--- config.mk ---
export PLATFORM = sky130hd
export DESIGN_NAME = mips_register_file
export DESIGN_NICKNAME = d
export VERILOG_FILES = /design/src/rtl/mips_register_file.sv
export SDC_FILE = /design/constraint.sdc
export NUM_CORES = 2
export LEC_CHECK = 0
export BUFFER_PORTS_ARGS = -buffer_cell sky130_fd_sc_hd__buf_2
export CAP_MARGIN = 30
export CORE_MARGIN = 4
export CORE_UTILIZATION = 50
export CTS_BUF_LIST = sky130_fd_sc_hd__clkbuf_2
export CTS_CLUSTER_DIAMETER = 80
export DETAILED_ROUTE_END_ITERATION = 7
export PLACE_DENSITY = 0.66
export SLEW_MARGIN = 20
export SYNTH_ARGS = -nofsm -noshare
export SYNTH_HDL_FRONTEND = slang
export SYNTH_SLANG_ARGS = --single-unit
--- constraint.sdc ---
create_clock -name clk -period 7.45 [get_ports clk]
set_clock_uncertainty 0.2 [all_clocks]
set_input_delay 1.1175 -clock clk [delete_from_list [all_inputs] [get_ports clk]]
set_output_delay 1.1175 -clock clk [all_outputs]
set_load 0.02 [all_outputs]
--- src/rtl/mips_register_file.sv ---
// 32 x DATA_W MIPS general-purpose register file: two combinational read ports,
// one synchronous write port with same-cycle write-to-read bypass; $zero is hardwired.
module mips_register_file #(
  parameter int DATA_W = 32,
  parameter int ADDR_W = 5
) (
  input  logic              clk,
  input  logic              rst,
  input  logic              regwrite,
  input  logic [ADDR_W-1:0] rs,
  input  logic [ADDR_W-1:0] rt,
  input  logic [ADDR_W-1:0] rd,
  input  logic [DATA_W-1:0] writedata,
  output logic [DATA_W-1:0] A,
  output logic [DATA_W-1:0] B
);

  localparam int DEPTH = 1 << ADDR_W;

  logic [DATA_W-1:0] regs_q [DEPTH];
  logic [DATA_W-1:0] regs_d [DEPTH];
  logic              wr_en;

  assign wr_en = regwrite && (rd != '0);

  always_comb begin
    for (int i = 0; i < DEPTH; i++) begin
      regs_d[i] = regs_q[i];
    end
    if (wr_en) begin
      regs_d[rd] = writedata;
    end
    regs_d[0] = '0;
  end

  always_ff @(posedge clk or negedge rst) begin
    if (!rst) begin
      for (int i = 0; i < DEPTH; i++) begin
        regs_q[i] <= '0;
      end
    end else begin
      for (int i = 0; i < DEPTH; i++) begin
        regs_q[i] <= regs_d[i];
      end
    end
  end

  // Reset dominates the bypass so both ports read zero while rst is low.
  always_comb begin
    A = regs_q[rs];
    if (!rst || rs == '0) begin
      A = '0;
    end else if (wr_en && rd == rs) begin
      A = writedata;
    end
  end

  always_comb begin
    B = regs_q[rt];
    if (!rst || rt == '0) begin
      B = '0;
    end else if (wr_en && rd == rt) begin
      B = writedata;
    end
  end

endmodule

[After elaboration in Yosys (flattened, before gate mapping)]
Cells that the tools add are included.
Cells by class
  order comparisons: 4
  eq/ne operators: 2
  mux-type cells: 13
  bitwise logic cells: 3
  reduce and logical (&&, ||, !) cells: 10
Operators by type and width (number)
  1024-bit bitwise mux: 1
  32-bit binary-select mux with 5-bit select: 2
  32-bit 2-to-1 mux: 9
  32-bit demux with 5-bit select: 1
  6-bit greater-or-equal comparator, second input constant: 3
  5-bit inverter with 6-bit output: 3
  5-bit == test: 2
  5-bit logical NOT: 2
  6-bit by 1-bit < comparator with 1-bit output, second input constant: 1
  5-bit nonzero test: 1
  1-bit logical AND: 4
  1-bit logical OR: 2
  1-bit logical NOT: 1
Storage, ports and cells
  bits in registers: 992
  input port bits: 50
  word-level logic and storage cells: 63

[Longest topological paths before layout]
  word-level depth: 6
  depth in mapped cells: 9

[Worst setup path before layout]
Ideal clock, no wire load.
  path type: input -> output
  start point: input port rd[2]
  end point: output port B[17]
  data arrival time: 2.952 ns
  required time: 6.133 ns
  setup slack: 3.180 ns
  stages on the path: 5
  path buffers: 1
  cell sequence: or3_4 -> o311ai_4 -> o21bai_2 -> clkbuf_1 -> o41ai_1
Between the ends
  word-level cells in the longest chain between the ends: 5
  elaborated cells on any way between the ends: 6
RTL lines
  start, declared: line 12  | input logic [ADDR_W-1:0] rd,
  5-bit nonzero test: line 24  | assign wr_en = regwrite && (rd != '0);
  1-bit logical AND: line 24
  1-bit logical AND (*): line 62  | end else if (wr_en && rd == rt) begin
  32-bit 2-to-1 mux (*): line 62
  32-bit 2-to-1 mux (*): line 60  | if (!rst || rt == '0) begin
  end, declared: line 15  | output logic [DATA_W-1:0] B
Mark *: on every way between the ends. The rest lies on a longest branch, timed or not.

[Worst setup path in the final report]
  start point: input port rst
  end point: output port B[8]
Between the ends
  word-level cells in the longest chain between the ends: 3
RTL lines
  start, declared: line 8  | input logic rst,
  1-bit logical NOT: line 60
  1-bit logical OR: line 60
  32-bit 2-to-1 mux: line 60
No other way between the ends.

==> results.json <==
{
  "grt_antenna_before_repair": 11,
  "setup_ws_ns": 1.454,
  "switchingPower_mw": 4.501,
  "vias": 37020,
  "die_h_um": 336.9,
  "worst_setup_path_end_kind": "primary output",
  "ant_nets": 0,
  "grt_setup_unrepaired": "false",
  "final_cell_mix": "mux2_2, dfrtp_1, clkbuf_2",
  "synth_ff_type": "dfrtp_1",
  "final_hold_viol_count": 0,
  "die-area_mm2": 0.1135,
  "worstPathArrival_ns": 4.68,
  "clockPowerShare": 0.267,
  "r2r_cells": 1,
  "power.density_mw_per_mm2": 247.5,
  "first_global_vias": 37800,
  "path_cells": "dlygate4sd3_1, dlygate4sd3_1, buf_8, o21ai_1, o21bai_4, buf_4, or3_1, o21ai_0, buf_2",
  "synthCells": 3718,
  "finalNetCount": 3892,
  "layout_min_cycle_time_ns": 5.996,
  "slew_headroom": 0.2974,
  "yosysSeqAreaShare": 0.4588,
  "hpwl_um": 101600,
  "cpMostUsedCell": "dlygate4sd3_1",
  "power_frac_seq": 0.499,
  "start_kind": "primary input",
  "final_common_cell": "mux2_2",
  "grt_max_degree": 163,
  "io_buffers": 113,
  "wl_per_cell_um": 32.85,
  "total_power_mw": 14.41,
  "io_pins": 114,
  "cts_tree": "done",
  "gp_congestion": 0.8254,
  "drc": 0,
  "hold_slack_ns": 0.2409,
  "grt_use_met1": 0.4333,
  "leakagePower_nw": 25.63,
  "largest_register_ffs": 992,
  "async_flop_share": 1.000,
  "min_delay_path_depth": 4,
  "slowest_delay_ns": 0.58,
  "timing.setup.tns_ns": 0,
  "synth_nets": 3768,
  "critPathMaxFanout": 17,
  "syn_area_mm2": 0.05410,
  "htreeDepth": 5,
  "syn2layout_area_growth_pct": 7.597,
  "p_int_mw": 9.907,
  "cts_made_buffers": 283,
  "clock_path_buffers": 4,
  "start_util": 0.5047,
  "worstMarginPinSlew_ns": 1.054,
  "rows": 120,
  "drive_above_1_share": 0.5447,
  "synth-edff-count": 0,
  "grt.total_usage": 0.3132,
  "regMostFlops": "regs_q",
  "use_met3": 0.08403,
  "ys_ff_latch": 992,
  "combPwrFrac": 0.234,
  "max_freq_ghz": 0.1668,
  "drv_slew": 0,
  "worst-setup-path-type": "primary input to primary output",
  "drtPass1Iterations": 6,
  "period_share": 0.8049,
  "grt_overflow": 0,
  "path_clk_slew_ns": 0.11,
  "ys_warn_count": 0,
  "top_regs": "regs_q x992",
  "hold_end": "regs_q[874]$_DFFE_PN0P_",
  "setup_viol": 0,
  "maxCapViolCount": 0,
  "ir_drop_uv": 156.1,
  "coreArea_mm2": 0.1072,
  "cp_slowest_cell": "dlygate4sd3_1",
  "syn_area_per_cell_um2": 14.55,
  "r2r_start": "regs_q[649]$_DFFE_PN0P_",
  "r2r_slack_ns": 6.41,
  "drt-total-wl_um": 177500,
  "post_cts_buffers": 0,
  "dp_slack_ns": 1.869,
  "regToRegEndpoint": "regs_q[649]$_DFFE_PN0P_",
  "clockRootBuffer": "clkbuf_2",
  "hp-start": "rd[2]",
  "busiest_layer": "met2",
  "vias_per_cell": 6.850,
  "met2_usage": 0.4764,
  "first_iter_violations": 3961,
  "clock_latency_ns": 1.42,
  "cts_sinks": 992,
  "crit_required_ns": 6.13,
  "hold_path_class": "primary input to flip-flop",
  "netlist-cell-type-count": 66,
  "die_w_um": 336.9,
  "swShare": 0.3124,
  "status": "finished, final reports clean",
  "grt_pass1_wl_um": 260000
}
-- worst max path at each step --
stage          startpoint  endpoint  slack [ns]  cells past startpoint
2_1_floorplan       rd[2]     B[17]        3.18                      5
3_3_place_gp        rt[3]      B[8]        1.91                      8
3_5_place_dp        rt[4]     B[26]        1.87                      8
4_1_cts               rst      B[8]        1.53                      9
5_1_grt               rst      B[8]        1.45                      9
6_report              rst      B[8]        1.45                      9
-- Yosys cell counts (5+ instances only) --
master | count | area share
mux2_2 | 1118 | 0.23
dfrtp_1 | 992 | 0.46
mux4_2 | 386 | 0.16
clkbuf_1 | 169 | 0.012
mux2i_1 | 132 | 0.024
buf_2 | 113 | 0.010
nand2_1 | 98 | 0.0068
o22ai_1 | 76 | 0.0088
buf_4 | 65 | 0.0090
a22oi_1 | 55 | 0.0076
buf_1 | 39 | 0.0027
o221ai_1 | 39 | 0.0063
a221oi_1 | 37 | 0.0060
a211oi_1 | 36 | 0.0050
nor3_1 | 36 | 0.0033
o21ai_0 | 31 | 0.0029
o21ai_1 | 31 | 0.0029
o211ai_1 | 26 | 0.0036
nor2_1 | 23 | 0.0016
buf_6 | 19 | 0.0040
mux2_1 | 19 | 0.0040
a211o_1 | 16 | 0.0026
a21oi_1 | 16 | 0.0015
a221o_1 | 14 | 0.0026
nor2b_1 | 14 | 0.0016
a22o_1 | 12 | 0.0019
xnor2_1 | 10 | 0.0016
nand2b_1 | 9 | 0.0010
a32o_1 | 7 | 0.0013
a32oi_1 | 7 | 0.0011
nand3_1 | 6 | 0.00056
nand3b_1 | 6 | 0.00083
nor3b_1 | 5 | 0.00069
-- power by group through the flow --
stage | Combinational (mW) | Clock, mW | Sequential, mW
final | 3.37 | 3.85 | 7.19
after global routing | 3.59 | 4.22 | 7.32
after CTS | 3.34 | 3.93 | 7.16
after detailed placement | 3.31 | 0 | 7.27
after global placement | 3.25 | 0 | 7.21
after floorplan | 2.58 | 0 | 7.01
-- cell type report --
| type | instances | area (um^2) |
|---|---|---|
| Clock buffer | 394 | 1972 |
| Tap cell | 1403 | 1755 |
| Sequential cell | 992 | 24820 |
| Timing Repair Buffer | 245 | 1943 |
| Clock inverter | 44 | 272.8 |
| Multi-Input combinational cell | 2316 | 27410 |
| Fill cell | 9082 | 48990 |
| Inverter | 4 | 17.52 |
| Antenna cell | 6 | 15.01 |
-- worst max-delay path, delay by kind of cell --
kind / cells / cell delay [ns]
AO/OA/AOI/OAI: 3 / 1.16
buffers and inverters: 5 / 1.93
AND/OR/NAND/NOR: 1 / 0.41
-- metrics by stage --
step | utilization | instances | instance area, um^2
2_1_floorplan | - | 3718 | 54100
3_3_place_gp | 0.5166 | 4914 | 55380
3_5_place_dp | 0.5171 | 4917 | 55430
4_1_cts | 0.5416 | 5392 | 58070
5_1_grt | 0.5429 | 5400 | 58200
6_report | 0.5430 | 5404 | 58210
-- timing repair --
action / in CTS / in global routing
hold endpoints to repair: 1193 / 0
hold buffers: 37 / 0
resized for setup: 0 / 0
-- cell families (layout without fill, tap and decap cells) --
kind of cell              count (synthesis)  after routing  share of synthesized area
muxes                                  1655           1655                     0.4218
DFF                                     992            992                     0.4588
AOI/OAI and AO/OA                       424            424                    0.05840
buffers and inverters                   410            687                    0.03823
and+or+nand+nor                         227            227                    0.02114
xor gates and xnor gates                 10             10                   0.001619
other                                     0              6                          0
-- metal layers --
layer / share of wire / wire, um
met4: 0.038 / 6663
met5: 0.00044 / 78
met2: 0.46 / 81050
met1: 0.41 / 73390
met3: 0.092 / 16310
(Power assumes the default switching activity.)
